<file path="src/rtl/bldc_rpm_calculator_if.sv">
// RPM request/response bundle between the hall sequencer and the RPM calculator.
interface bldc_rpm_calculator_if;
    logic        i_get_rpm;
    logic [31:0] i_time_count;
    logic [12:0] o_rpm;
    logic        o_valid;
    logic        o_busy;
    logic        o_saturated;

    // Controller side: issues requests, consumes results
    modport master (
        output i_get_rpm,
        output i_time_count,
        input  o_rpm,
        input  o_valid,
        input  o_busy,
        input  o_saturated
    );

    // Calculator side: accepts requests, produces results
    modport slave (
        input  i_get_rpm,
        input  i_time_count,
        output o_rpm,
        output o_valid,
        output o_busy,
        output o_saturated
    );
endinterface

</file>
<file path="src/rtl/bldc_rpm_calculator.sv">
// Converts a hall-sector period count into mechanical RPM with a 32-step
// restoring divider; result saturates at RPM_MAX and is strobed by o_valid.
module bldc_rpm_calculator #(
    parameter int unsigned     CLK_FREQ   = 100000000,
    parameter int unsigned     POLE_PAIRS = 4,
    parameter longint unsigned NUMERATOR  = (64'(60) * 64'(CLK_FREQ)) / (64'(6) * 64'(POLE_PAIRS)),
    parameter int unsigned     RPM_MAX    = 8191
) (
    input  logic                  i_clk,
    input  logic                  i_n_reset,
    bldc_rpm_calculator_if.slave  bus
);

    localparam int unsigned TW = 32;
    localparam int unsigned RW = 13;
    localparam int unsigned CW = 6;
    localparam logic [TW-1:0] NUM_K   = TW'(NUMERATOR);
    localparam logic [TW-1:0] MAX_K   = TW'(RPM_MAX);
    localparam logic [CW-1:0] STEPS_K = CW'(TW);

    // Divide constant must fit the 32-bit dividend register
    if (NUMERATOR >= 64'h1_0000_0000) begin : g_num_range
        $error("NUMERATOR does not fit in 32 bits");
    end

    typedef enum logic [1:0] {
        S_IDLE,
        S_DIV,
        S_DONE
    } state_t;

    state_t        state_q, state_d;
    logic [TW-1:0] dvs_q, dvs_d;
    logic [TW-1:0] dvd_q, dvd_d;
    logic [TW-1:0] rem_q, rem_d;
    logic [CW-1:0] cnt_q, cnt_d;
    logic [RW-1:0] rpm_q, rpm_d;
    logic          valid_q, valid_d;
    logic          busy_q, busy_d;
    logic          sat_q, sat_d;
    logic [TW:0]   rem_sh;

    // Next-state, divider datapath and result formatting
    always_comb begin
        state_d = state_q;
        dvs_d   = dvs_q;
        dvd_d   = dvd_q;
        rem_d   = rem_q;
        cnt_d   = cnt_q;
        rpm_d   = rpm_q;
        valid_d = 1'b0;
        busy_d  = busy_q;
        sat_d   = sat_q;
        rem_sh  = {rem_q, dvd_q[TW-1]};

        case (state_q)
            S_IDLE: begin
                if (bus.i_get_rpm) begin
                    dvs_d   = bus.i_time_count;
                    dvd_d   = NUM_K;
                    rem_d   = '0;
                    cnt_d   = '0;
                    busy_d  = 1'b1;
                    state_d = S_DIV;
                end
            end
            S_DIV: begin
                if (dvs_q == '0) begin
                    // Zero period: skip the division, report 0 RPM
                    dvd_d   = '0;
                    state_d = S_DONE;
                end else if (cnt_q == STEPS_K) begin
                    state_d = S_DONE;
                end else begin
                    // Dividend register shifts out its MSB and collects quotient bits
                    if (rem_sh >= {1'b0, dvs_q}) begin
                        rem_d = TW'(rem_sh - {1'b0, dvs_q});
                        dvd_d = {dvd_q[TW-2:0], 1'b1};
                    end else begin
                        rem_d = rem_sh[TW-1:0];
                        dvd_d = {dvd_q[TW-2:0], 1'b0};
                    end
                    cnt_d = cnt_q + CW'(1);
                end
            end
            S_DONE: begin
                if (dvd_q > MAX_K) begin
                    rpm_d = RW'(RPM_MAX);
                    sat_d = 1'b1;
                end else begin
                    rpm_d = dvd_q[RW-1:0];
                    sat_d = 1'b0;
                end
                valid_d = 1'b1;
                busy_d  = 1'b0;
                state_d = S_IDLE;
            end
            default: begin
                busy_d  = 1'b0;
                state_d = S_IDLE;
            end
        endcase
    end

    // State and datapath registers
    always_ff @(posedge i_clk or negedge i_n_reset) begin
        if (!i_n_reset) begin
            state_q <= S_IDLE;
            dvs_q   <= '0;
            dvd_q   <= '0;
            rem_q   <= '0;
            cnt_q   <= '0;
            rpm_q   <= '0;
            valid_q <= 1'b0;
            busy_q  <= 1'b0;
            sat_q   <= 1'b0;
        end else begin
            state_q <= state_d;
            dvs_q   <= dvs_d;
            dvd_q   <= dvd_d;
            rem_q   <= rem_d;
            cnt_q   <= cnt_d;
            rpm_q   <= rpm_d;
            valid_q <= valid_d;
            busy_q  <= busy_d;
            sat_q   <= sat_d;
        end
    end

    assign bus.o_rpm       = rpm_q;
    assign bus.o_valid     = valid_q;
    assign bus.o_busy      = busy_q;
    assign bus.o_saturated = sat_q;

endmodule

</file>
<file path="src/flat_wrapper.sv">
// flat-port wrapper written by rule: the top's interface ports become plain ports
module bldc_rpm_calculator_flat 
#(
    parameter int unsigned     CLK_FREQ   = 100000000,
    parameter int unsigned     POLE_PAIRS = 4,
    parameter longint unsigned NUMERATOR  = (64'(60) * 64'(CLK_FREQ)) / (64'(6) * 64'(POLE_PAIRS)),
    parameter int unsigned     RPM_MAX    = 8191
)
  (i_clk, i_n_reset, bus_i_get_rpm, bus_i_time_count, bus_o_rpm, bus_o_valid, bus_o_busy, bus_o_saturated);
  bldc_rpm_calculator_if bus_i ();
  input  logic i_clk;
  input  logic i_n_reset;
  input wire logic [$bits(bus_i.i_get_rpm)-1:0] bus_i_get_rpm;
  input wire logic [$bits(bus_i.i_time_count)-1:0] bus_i_time_count;
  output wire logic [$bits(bus_i.o_rpm)-1:0] bus_o_rpm;
  output wire logic [$bits(bus_i.o_valid)-1:0] bus_o_valid;
  output wire logic [$bits(bus_i.o_busy)-1:0] bus_o_busy;
  output wire logic [$bits(bus_i.o_saturated)-1:0] bus_o_saturated;
  assign bus_i.i_get_rpm = bus_i_get_rpm;
  assign bus_i.i_time_count = bus_i_time_count;
  assign bus_o_rpm = bus_i.o_rpm;
  assign bus_o_valid = bus_i.o_valid;
  assign bus_o_busy = bus_i.o_busy;
  assign bus_o_saturated = bus_i.o_saturated;
  bldc_rpm_calculator #(.CLK_FREQ(CLK_FREQ), .POLE_PAIRS(POLE_PAIRS), .NUMERATOR(NUMERATOR), .RPM_MAX(RPM_MAX)) u_core (.i_clk(i_clk), .i_n_reset(i_n_reset), .bus(bus_i));
endmodule
</file>
<file path="config.mk">
export PLATFORM = sky130hd
export DESIGN_NAME = bldc_rpm_calculator_flat
export DESIGN_NICKNAME = d
export VERILOG_FILES = /design/src/rtl/bldc_rpm_calculator_if.sv /design/src/rtl/bldc_rpm_calculator.sv /design/src/flat_wrapper.sv
export SDC_FILE = /design/constraint.sdc
export NUM_CORES = 1
export LEC_CHECK = 0
export BUFFER_PORTS_ARGS = -buffer_cell sky130_fd_sc_hd__buf_2
export CORE_ASPECT_RATIO = 0.8
export CORE_MARGIN = 2
export CORE_UTILIZATION = 60
export DETAILED_ROUTE_END_ITERATION = 8
export PLACE_DENSITY_LB_ADDON = 0.12
export SETUP_SLACK_MARGIN = 0.1
export SLEW_MARGIN = 5
export SYNTH_ARGS = -nofsm -noshare
export SYNTH_HDL_FRONTEND = slang
export SYNTH_SLANG_ARGS = --single-unit
</file>
<file path="constraint.sdc">
create_clock -name i_clk -period 3.6 [get_ports i_clk]
set_input_delay 0.18 -clock i_clk [delete_from_list [all_inputs] [get_ports i_clk]]
set_output_delay 0.18 -clock i_clk [all_outputs]
set_load 0.05 [all_outputs]
</file>
Word level (Yosys, flattened, before mapping)
Index checks and enable logic that the tools add are counted.
Widths: inputs -> output; s select.
- $add $sub $neg: 2
- multipliers: 0
- divide/modulo/power cells: 0
- order comparisons: 2
- equality and inequality tests: 8
- shift-type cells: 0
- muxes and demuxes: 23
- bitwise logic cells: 1
- reductions and logical operators: 8
- operator list (operator ; number):
    $mux 32 ; 7
    $pmux 32 s2 ; 2
    $ge 33x32->1 ; 1
    $gt 32x13->1 const B ; 1
    $logic_not 32->1 ; 1
    $sub 32x32->32 ; 1
    $mux 6 ; 3
    $mux 13 ; 1
    $pmux 6 s2 ; 1
    $add 6x1->6 const B ; 1
    $eq 6x6->1 const B ; 1
    $mux 2 ; 3
    $ne 2x2->1 const B ; 3
    $reduce_and 2->1 ; 3
    $mux 1 ; 4
    $pmux 2 s2 ; 1
    $reduce_and 4->1 ; 1
    $ne 3x1->1 const B ; 1
    $ne 3x2->1 const B ; 1
    $reduce_and 3->1 ; 1
    $eq 2x1->1 const B ; 1
    $eq 2x2->1 const B ; 1
    $logic_not 2->1 ; 1
    $pmux 1 s2 ; 1
    2 further kinds ; 2
- register bits: 120
- bits in latches: 0
- memory bits (writable): 0
- bits in read-only memories: 0
- bits of input ports: 35
- output and inout bits: 16
- word-level logic and storage cells: 53
- memories kept: 0

Logic depth before layout (Yosys ltp)
Gate-level depths: netlist of run 1.
- depth after elaboration: 5
- mapped depth: 14
- depth with buffers taken out: 12

Worst setup path before layout of run 1
OpenSTA, ideal clock, no wires.
- path type: reg2reg
- start: reg u_core.dvd_q[31]
- end: reg u_core.rem_q[28]
- setup time: 66 ps
- data arrival time: 2620 ps
- required time: 3534 ps
- slack: 914 ps
- stages on the path, launching flop included: 13
- clock period less this slack: 2686 ps
- cells stage by stage: dfrtp_1 > inv_1 > ha_1 > fa_1 > nand2b_1 > a211o_1 > a22o_1 > o211ai_1 > a31oi_1 > o311ai_1 > xor2_1 > nand3_1 > nand2_1
- cells in the longest elaborated chain, start to end: 5
- elaborated cells on any way between the ends: 6
- ends and longest elaborated chain (element ; RTL line ; source):
    from (decl) ; bldc_rpm_calculator.sv:34 ; logic [TW-1:0] dvd_q, dvd_d;
    from (signal assigned) ; bldc_rpm_calculator.sv:120 ; dvd_q <= dvd_d;
    $sub 32x32->32 / $ge 33x32->1 (equally long branches) ; bldc_rpm_calculator.sv:77, bldc_rpm_calculator.sv:76 ;
    $mux 32 * ; bldc_rpm_calculator.sv:76 ; if (rem_sh >= {1'b0, dvs_q}) begin
    $mux 32 * ; bldc_rpm_calculator.sv:72 ; end else if (cnt_q == STEPS_K) begin
    $mux 32 * ; bldc_rpm_calculator.sv:68 ; if (dvs_q == '0) begin
    $pmux 32 s2 * ; bldc_rpm_calculator.sv:56 ; case (state_q)
    to (signal assigned) ; bldc_rpm_calculator.sv:121 ; rem_q <= rem_d;
    to (decl) ; bldc_rpm_calculator.sv:35 ; logic [TW-1:0] rem_q, rem_d;
Mark *: on every way between the ends. The rest lies on a longest branch, timed or not. The select of a mux whose other input is x is not followed.
A chain may end at the register's enable or synchronous reset.

Worst setup path after layout of run 1
- start: reg u_core.dvs_q[1]
- end: reg u_core.rem_q[18]
- cells in the longest elaborated chain, start to end: 5
- elaborated cells on any way between the ends: 9
- ends and longest elaborated chain (element ; RTL line ; source):
    from (decl) ; bldc_rpm_calculator.sv:33 ; logic [TW-1:0] dvs_q, dvs_d;
    from (signal assigned) ; bldc_rpm_calculator.sv:119 ; dvs_q <= dvs_d;
    $sub 32x32->32 / $ge 33x32->1 (equally long branches) ; bldc_rpm_calculator.sv:77, bldc_rpm_calculator.sv:76 ;
    $mux 32 ; bldc_rpm_calculator.sv:76 ;
    $mux 32 ; bldc_rpm_calculator.sv:72 ;
    $mux 32 ; bldc_rpm_calculator.sv:68 ;
    $pmux 32 s2 ; bldc_rpm_calculator.sv:56 ;
Several ways; a longest one is shown, not always the timed one. The select of a mux whose other input is x is not followed.

==> metrics.csv, run 1 <==
metric;value;unit
syn_area_per_cell;9.42;sq um
netlist_instances;713;
cp-end-kind;register;
synth_seq_cells;120;
grt_pass1_vias;5560;
worst_pin_slew;0.772;ns
num_vias;5858;
syn-cell-area;6720;sq um
post-route-period-util;90.9;%
grt_pass1_wl;28600;microns
startpoint;u_core.dvs_q[1];
drc;0;
hold_path.class;in -> reg;
numCtsBuffers;17;
netlist.area_leader.share;44.7;%
die_area;12100;sq um
core_area;10900;sq um
gp_congestion;0.906;
yosys-top-cells-area;dfrtp_1, ha_1, nand2_1, o21ai_0, a21oi_1;
synthTopCellsByCount;dfrtp_1, nand2_1, o21ai_0;
synth_warnings;0;
die_y;98.6;microns
hold_violations;0;
io_buffer_count;50;
async_reset_ff_share;100;%
synth_cell_type_count;60;
area_growth;17.6;%
layout_min_cycle_time;3.27;ns
clock_latency;0.42;ns
cp.arrival;3.58;ns
fmax;305;MHz
path_clk_slew;0.05;ns
final_nets;843;
yosysTopAreaCell;dfrtp_1;
cts_tree;done;
clockRootBuffer;clkbuf_16;
reg2reg_from;u_core.dvs_q[1];
grt_start_max_net_pins;68;
drtIter0Drc;533;
critical_path_peak_fanout;30;
maxSlewHeadroom;48.4;%
post_drt_via_cell_ratio;6.31;
grt_remaining_overflow;0;
cts_setup_buffers;0;
maxCapViolations;0;
wl_per_cell;18.4;microns
finClkSkew;0.0179;ns
ant_nets;0;
dp_hpwl;11500;microns
track_usage;30.3;%
ios;51;
yosysMostFrequentCell;dfrtp_1;
fin_tns_setup;0;ns
hp-start;bus_i_time_count[4];
grt_setup_unrepaired;no;
row_count;34;
die-width;122;microns
setup_viol;0;
slew_viol_final;0;
dr.pass1.iters;5;
clock_sinks;120;
synth-edff-count;0;
drt_wl_total;17100;microns
initial_core_util;61.7;%
path_class;reg -> reg;
drive_above_1_share;15.0;%
clockBufferDepth;2;
status;finished, final reports clean;
synthFlopType;dfrtp_1;
htreeDepth;4;
start_kind;register;
worstPathRequired;3.91;ns
diodes;0;
antenna_found_initial;0;
syn_nets;783;
yosysSeqAreaShare;44.7;%
## final timing paths
kind | end | slack [ns] | cells after the start
setup / recovery | u_core.rem_q[18] | 0.33 | 12
hold / removal | u_core.dvs_q[4] | 0.01 | 3
setup reg to reg | u_core.rem_q[18] | 0.33 | 12
hold reg to reg | u_core.bus.o_saturated | 0.49 | 1
max in group asynchronous | u_core.rem_q[17] | 2.30 | 3
min in group asynchronous | u_core.bus.o_rpm[4] | 0.34 | 2
## final cells by class
class / count / area [sq um]
Clock buffer: 17 / 425
Clock inverter: 14 / 175
Fill cell: 797 / 2990
Inverter: 42 / 158
Multi-Input combinational cell: 505 / 3360
Sequential cell: 120 / 3000
Tap cell: 144 / 180
Timing Repair Buffer: 87 / 593
## cells by family (layout without fill, tap and decap cells)
family | count (synthesis) | after routing | share of synthesized area (%)
AOI/OAI and AO/OA | 224 | 224 | 23.5
and+or+nand+nor | 211 | 211 | 14.9
DFF | 120 | 120 | 44.7
buffers and inverters | 88 | 160 | 5.61
adders and majority gates | 35 | 35 | 6.63
xor gates and xnor gates | 34 | 34 | 4.43
muxes | 1 | 1 | 0.168
## state kept, by name, indices dropped and copies added, names as in the netlist
signal / count
u_core.state_q: 2
u_core.dvd_q: 32
u_core.bus.o_valid: 1
u_core.bus.o_busy: 1
u_core.rem_q: 32
u_core.bus.o_rpm: 13
u_core.bus.o_saturated: 1
u_core.cnt_q: 6
u_core.dvs_q: 32
## critical path, stage by stage, from the launching register on
cell and delay (ns):
dfrtp_1 0.39, inv_1 0.08, ha_1 0.30, nor2b_1 0.16, o2111ai_1 0.25, a21oi_1 0.16, o31a_1 0.38, o2111ai_1 0.24
nor3b_2 0.34, o31a_2 0.21, buf_4 0.35, nand3_1 0.18, o311ai_2 0.13
## metal layers
metal	global-route usage, %	vias up	wire (microns)
li1	-	2703	-
met2	44.3	275	7560
met4	7.52	0	304
met3	6.48	41	1200
met5	0	-	0
met1	46.0	2839	8050
## cells in the final DEF, fill, tap and decap left out, types with 4 or more instances in the layout
| cell | netlist | routed |
|---|---|---|
| o211ai_1 | 4 | 4 |
| a22o_1 | 18 | 18 |
| o21ai_0 | 61 | 61 |
| a31oi_1 | 8 | 8 |
| dlygate4sd3_1 | 0 | 25 |
| nor4_1 | 12 | 12 |
| o21bai_1 | 4 | 4 |
| nand3_1 | 38 | 38 |
| a21o_1 | 8 | 8 |
| o22a_1 | 13 | 13 |
| and3_1 | 5 | 5 |
| dfrtp_1 | 120 | 120 |
| o311ai_1 | 4 | 4 |
| xnor2_1 | 16 | 16 |
| o21a_1 | 5 | 5 |
| clkbuf_16 | 0 | 17 |
| a32oi_1 | 12 | 12 |
| buf_4 | 0 | 13 |
| o31ai_1 | 5 | 5 |
| nand4_1 | 12 | 12 |
| a21oi_1 | 42 | 42 |
| nand2_1 | 103 | 103 |
| o311ai_2 | 11 | 11 |
| buf_2 | 0 | 49 |
| nand2b_1 | 4 | 4 |
| inv_1 | 42 | 42 |
| ha_1 | 34 | 34 |
| nor2_1 | 17 | 17 |
| o21ai_1 | 6 | 6 |
| xor2_1 | 18 | 18 |
## stage by stage
| stage | instance area [sq um] | hold slack (ns) | std cells | setup WS (ns) | utilization (%) |
|---|---|---|---|---|---|
| 6_report | 7900 | 0.0140 | 929 | 0.326 | 72.5 |
| 5_1_grt | 7900 | 0.0146 | 929 | 0.139 | 72.5 |
| 4_1_cts | 7880 | 0.000962 | 929 | 0.379 | 72.4 |
| 3_5_place_dp | 7030 | 0.262 | 873 | 0.446 | 64.6 |
| 3_3_place_gp | 7030 | 0.252 | 873 | 0.504 | 64.6 |
| 2_1_floorplan | 6720 | -0.116 | 713 | 0.914 | - |
## repair_timing
| action | in CTS | in global routing |
|---|---|---|
| endpoints found under the hold margin | 76 | 0 |
| hold buffers | 25 | 0 |
| gates resized for setup | 0 | 2 |
| endpoints found under the setup margin | 0 | 6 |
Power of run 1 is not shown: default switching activity piles up to over one toggle a cycle in this logic, so the estimate is an artifact.
==> inputs of run 2 (changes only) <==
--- a/config.mk
+++ b/config.mk
@@ -10,7 +10,7 @@
 export CORE_MARGIN = 2
 export CORE_UTILIZATION = 60
 export DETAILED_ROUTE_END_ITERATION = 8
-export PLACE_DENSITY_LB_ADDON = 0.12
+export PLACE_DENSITY = 0.9
 export SETUP_SLACK_MARGIN = 0.1
 export SLEW_MARGIN = 5
 export SYNTH_ARGS = -nofsm -noshare
==> run 2 against run 1 <==
  * The flow now finishes with violations (hold timing)
  * Register-to-register slack got worse by 0.10 ns
  * Non-clock buffer count rose by 3
  * Final cell count rose by 0.43%
  * Global-route usage rose by 1.0 points
  * Clock skew fell by 0.0037 ns
  * Fmax fell by 3.1%
  * Sequential share of layout area rose by 0.11 points
  * Worst hold slack got worse by 0.014 ns
  * First-iteration DRC count rose by 24%
  * Critical endpoint is now u_core.rem_q[6]
  * Flip-flop and latch count did not move
  * Routed wire length rose by 4.7%
  * Design area fell by 0.29%
==> metrics.csv, run 2 (synthesized netlist as in run 1, its figures left out) <==
metric;value;unit;change
path_class;reg -> reg;;
place_ws;0.418;ns;-0.0284 ns
critical_path_peak_fanout;31;;+3.3%
grt_start_max_net_pins;69;;+1.5%
setup_ws;0.222;ns;-0.105 ns
worstPathRequired;3.92;ns;about the same
drive_above_1_share;14.8;%;-0.20 points
fmax;296;MHz;-3.1%
ant_nets;0;;unchanged
num_vias;6074;;+3.7%
maxCapViolations;0;;unchanged
finClkSkew;0.0143;ns;-0.00366 ns
post_drt_via_cell_ratio;6.51;;+3.2%
fin_tns_setup;0;ns;unchanged
die_area;12100;sq um;unchanged
largest_registers;u_core.dvd_q x32, u_core.dvs_q x32, u_core.rem_q x32;;
met1Wirelength;7460;microns;-7.4%
die_y;98.6;microns;unchanged
antenna_found_initial;0;;unchanged
ios;51;;unchanged
slew_viol_final;0;;unchanged
core_area;10900;sq um;unchanged
wl_met2;8160;microns;+8.0%
grt_remaining_overflow;0;;unchanged
violations;hold timing;;
cp-end-kind;register;;
gp_congestion;0.964;;+6.4%
drtIter0Drc;659;;+24%
layout_min_cycle_time;3.38;ns;+0.105 ns
clock_sinks;120;;unchanged
final_nets;846;;+0.36%
maxSlewHeadroom;16.0;%;-32 points
grt_pass1_wl;29400;microns;+2.9%
io_buffer_count;50;;unchanged
drc;0;;unchanged
routed-wl-met3;1620;microns;+36%
post-route-util;72.3;%;-0.21 points
track_usage;31.3;%;+1.0 points
cts_setup_buffers;0;;unchanged
post-route-period-util;93.8;%;+2.9 points
htreeDepth;4;;unchanged
hold_path.class;in -> reg;;
worst_pin_slew;1.26;ns;+0.488 ns
dp_hpwl;11800;microns;+2.6%
diodes;0;;unchanged
regToRegSetupSlack;0.22;ns;-0.10 ns
clockBufferDepth;2;;unchanged
die-width;122;microns;unchanged
area_growth;17.3;%;
initial_core_util;61.7;%;unchanged
status;complete, but fails checks;;
hold_slack;-0.000360;ns;-0.0143 ns
hold_violations;1;;+1
grt_pass1_vias;5966;;+7.3%
path_clk_slew;0.06;ns;about the same
start_kind;register;;
final_cell_mix;dfrtp_1, nand2_1, o21ai_0;;
numCtsBuffers;17;;unchanged
wl_per_cell;19.2;microns;+4.2%
clock_latency;0.43;ns;about the same
setup_viol;0;;unchanged
cp.arrival;3.69;ns;+0.11 ns
row_count;34;;unchanged
cts_tree;done;;
dr.max_layer_used;met4;;
layout_commonest_cell;dfrtp_1;;
drt_wl_total;17900;microns;+4.7%
clockRootBuffer;clkbuf_16;;
grt_setup_unrepaired;no;;
dr.pass1.iters;8;;+3
run 2: cell count changes in the layout (fill, tap and decap cells not counted), sizes merged:
cell	delta
clkinv	-1
inv	+1
clkbuf	+3
dlygate4sd3	+3
bufinv	-3
clkinvlp	+1
run 2: what timing repair did:
| action | 4_1_cts | 5_1_grt |
|---|---|---|
| gates resized for setup | 0 | 1 |
| endpoints found under the hold margin | 79 | 0 |
| hold buffers | 28 | 0 |
| setup endpoints to repair | 0 | 1 |
run 2: final timing paths:
| kind | depth (start not counted) | from | end |
|---|---|---|---|
| worst max register to register | 12 | u_core.dvs_q[1] | u_core.rem_q[6] |
| worst max-delay path | 12 | u_core.dvs_q[1] | u_core.rem_q[6] |
| worst min-delay path | 3 | bus_i_time_count[9] | u_core.dvs_q[9] |
| worst min register to register | 1 | u_core.bus.o_saturated | u_core.bus.o_saturated |
| max in group asynchronous | 3 | i_n_reset | u_core.dvs_q[5] |
| min in group asynchronous | 2 | i_n_reset | u_core.cnt_q[2] |
run 2: area by class of cell:
type	count	area, sq um
clock buffers	20	457
clock inverters	12	92.6
fillers	762	3020
inverters	42	158
multi-input cells	505	3350
flip-flops and latches	120	3000
well taps	144	180
repair buffers	90	636
run 2: worst max-delay path, cell delays in order (launching register included):
cell and delay, ns:
dfrtp_1 0.43, inv_1 0.09, ha_1 0.30, nor2b_1 0.15, o2111ai_1 0.24, a21oi_1 0.16
o31a_1 0.39, o2111ai_1 0.29, nor3b_2 0.34, o31a_2 0.22, buf_4 0.35, nand3_1 0.19
o311ai_2 0.12
run 2: metrics by stage:
stage,cells,area [sq um]
5_1_grt,933,7880
6_report,933,7880
3_3_place_gp,873,7050
4_1_cts,933,7880
3_5_place_dp,873,7050
2_1_floorplan,713,6720
run 2: per-layer routing:
metal  vias up  GRT usage, %
li1       2718             -
met1      2907          42.4
met2       368          47.7
met3        81          7.64
met4         0          14.5
met5         -             0
Power of run 2 is left out for the same reason.
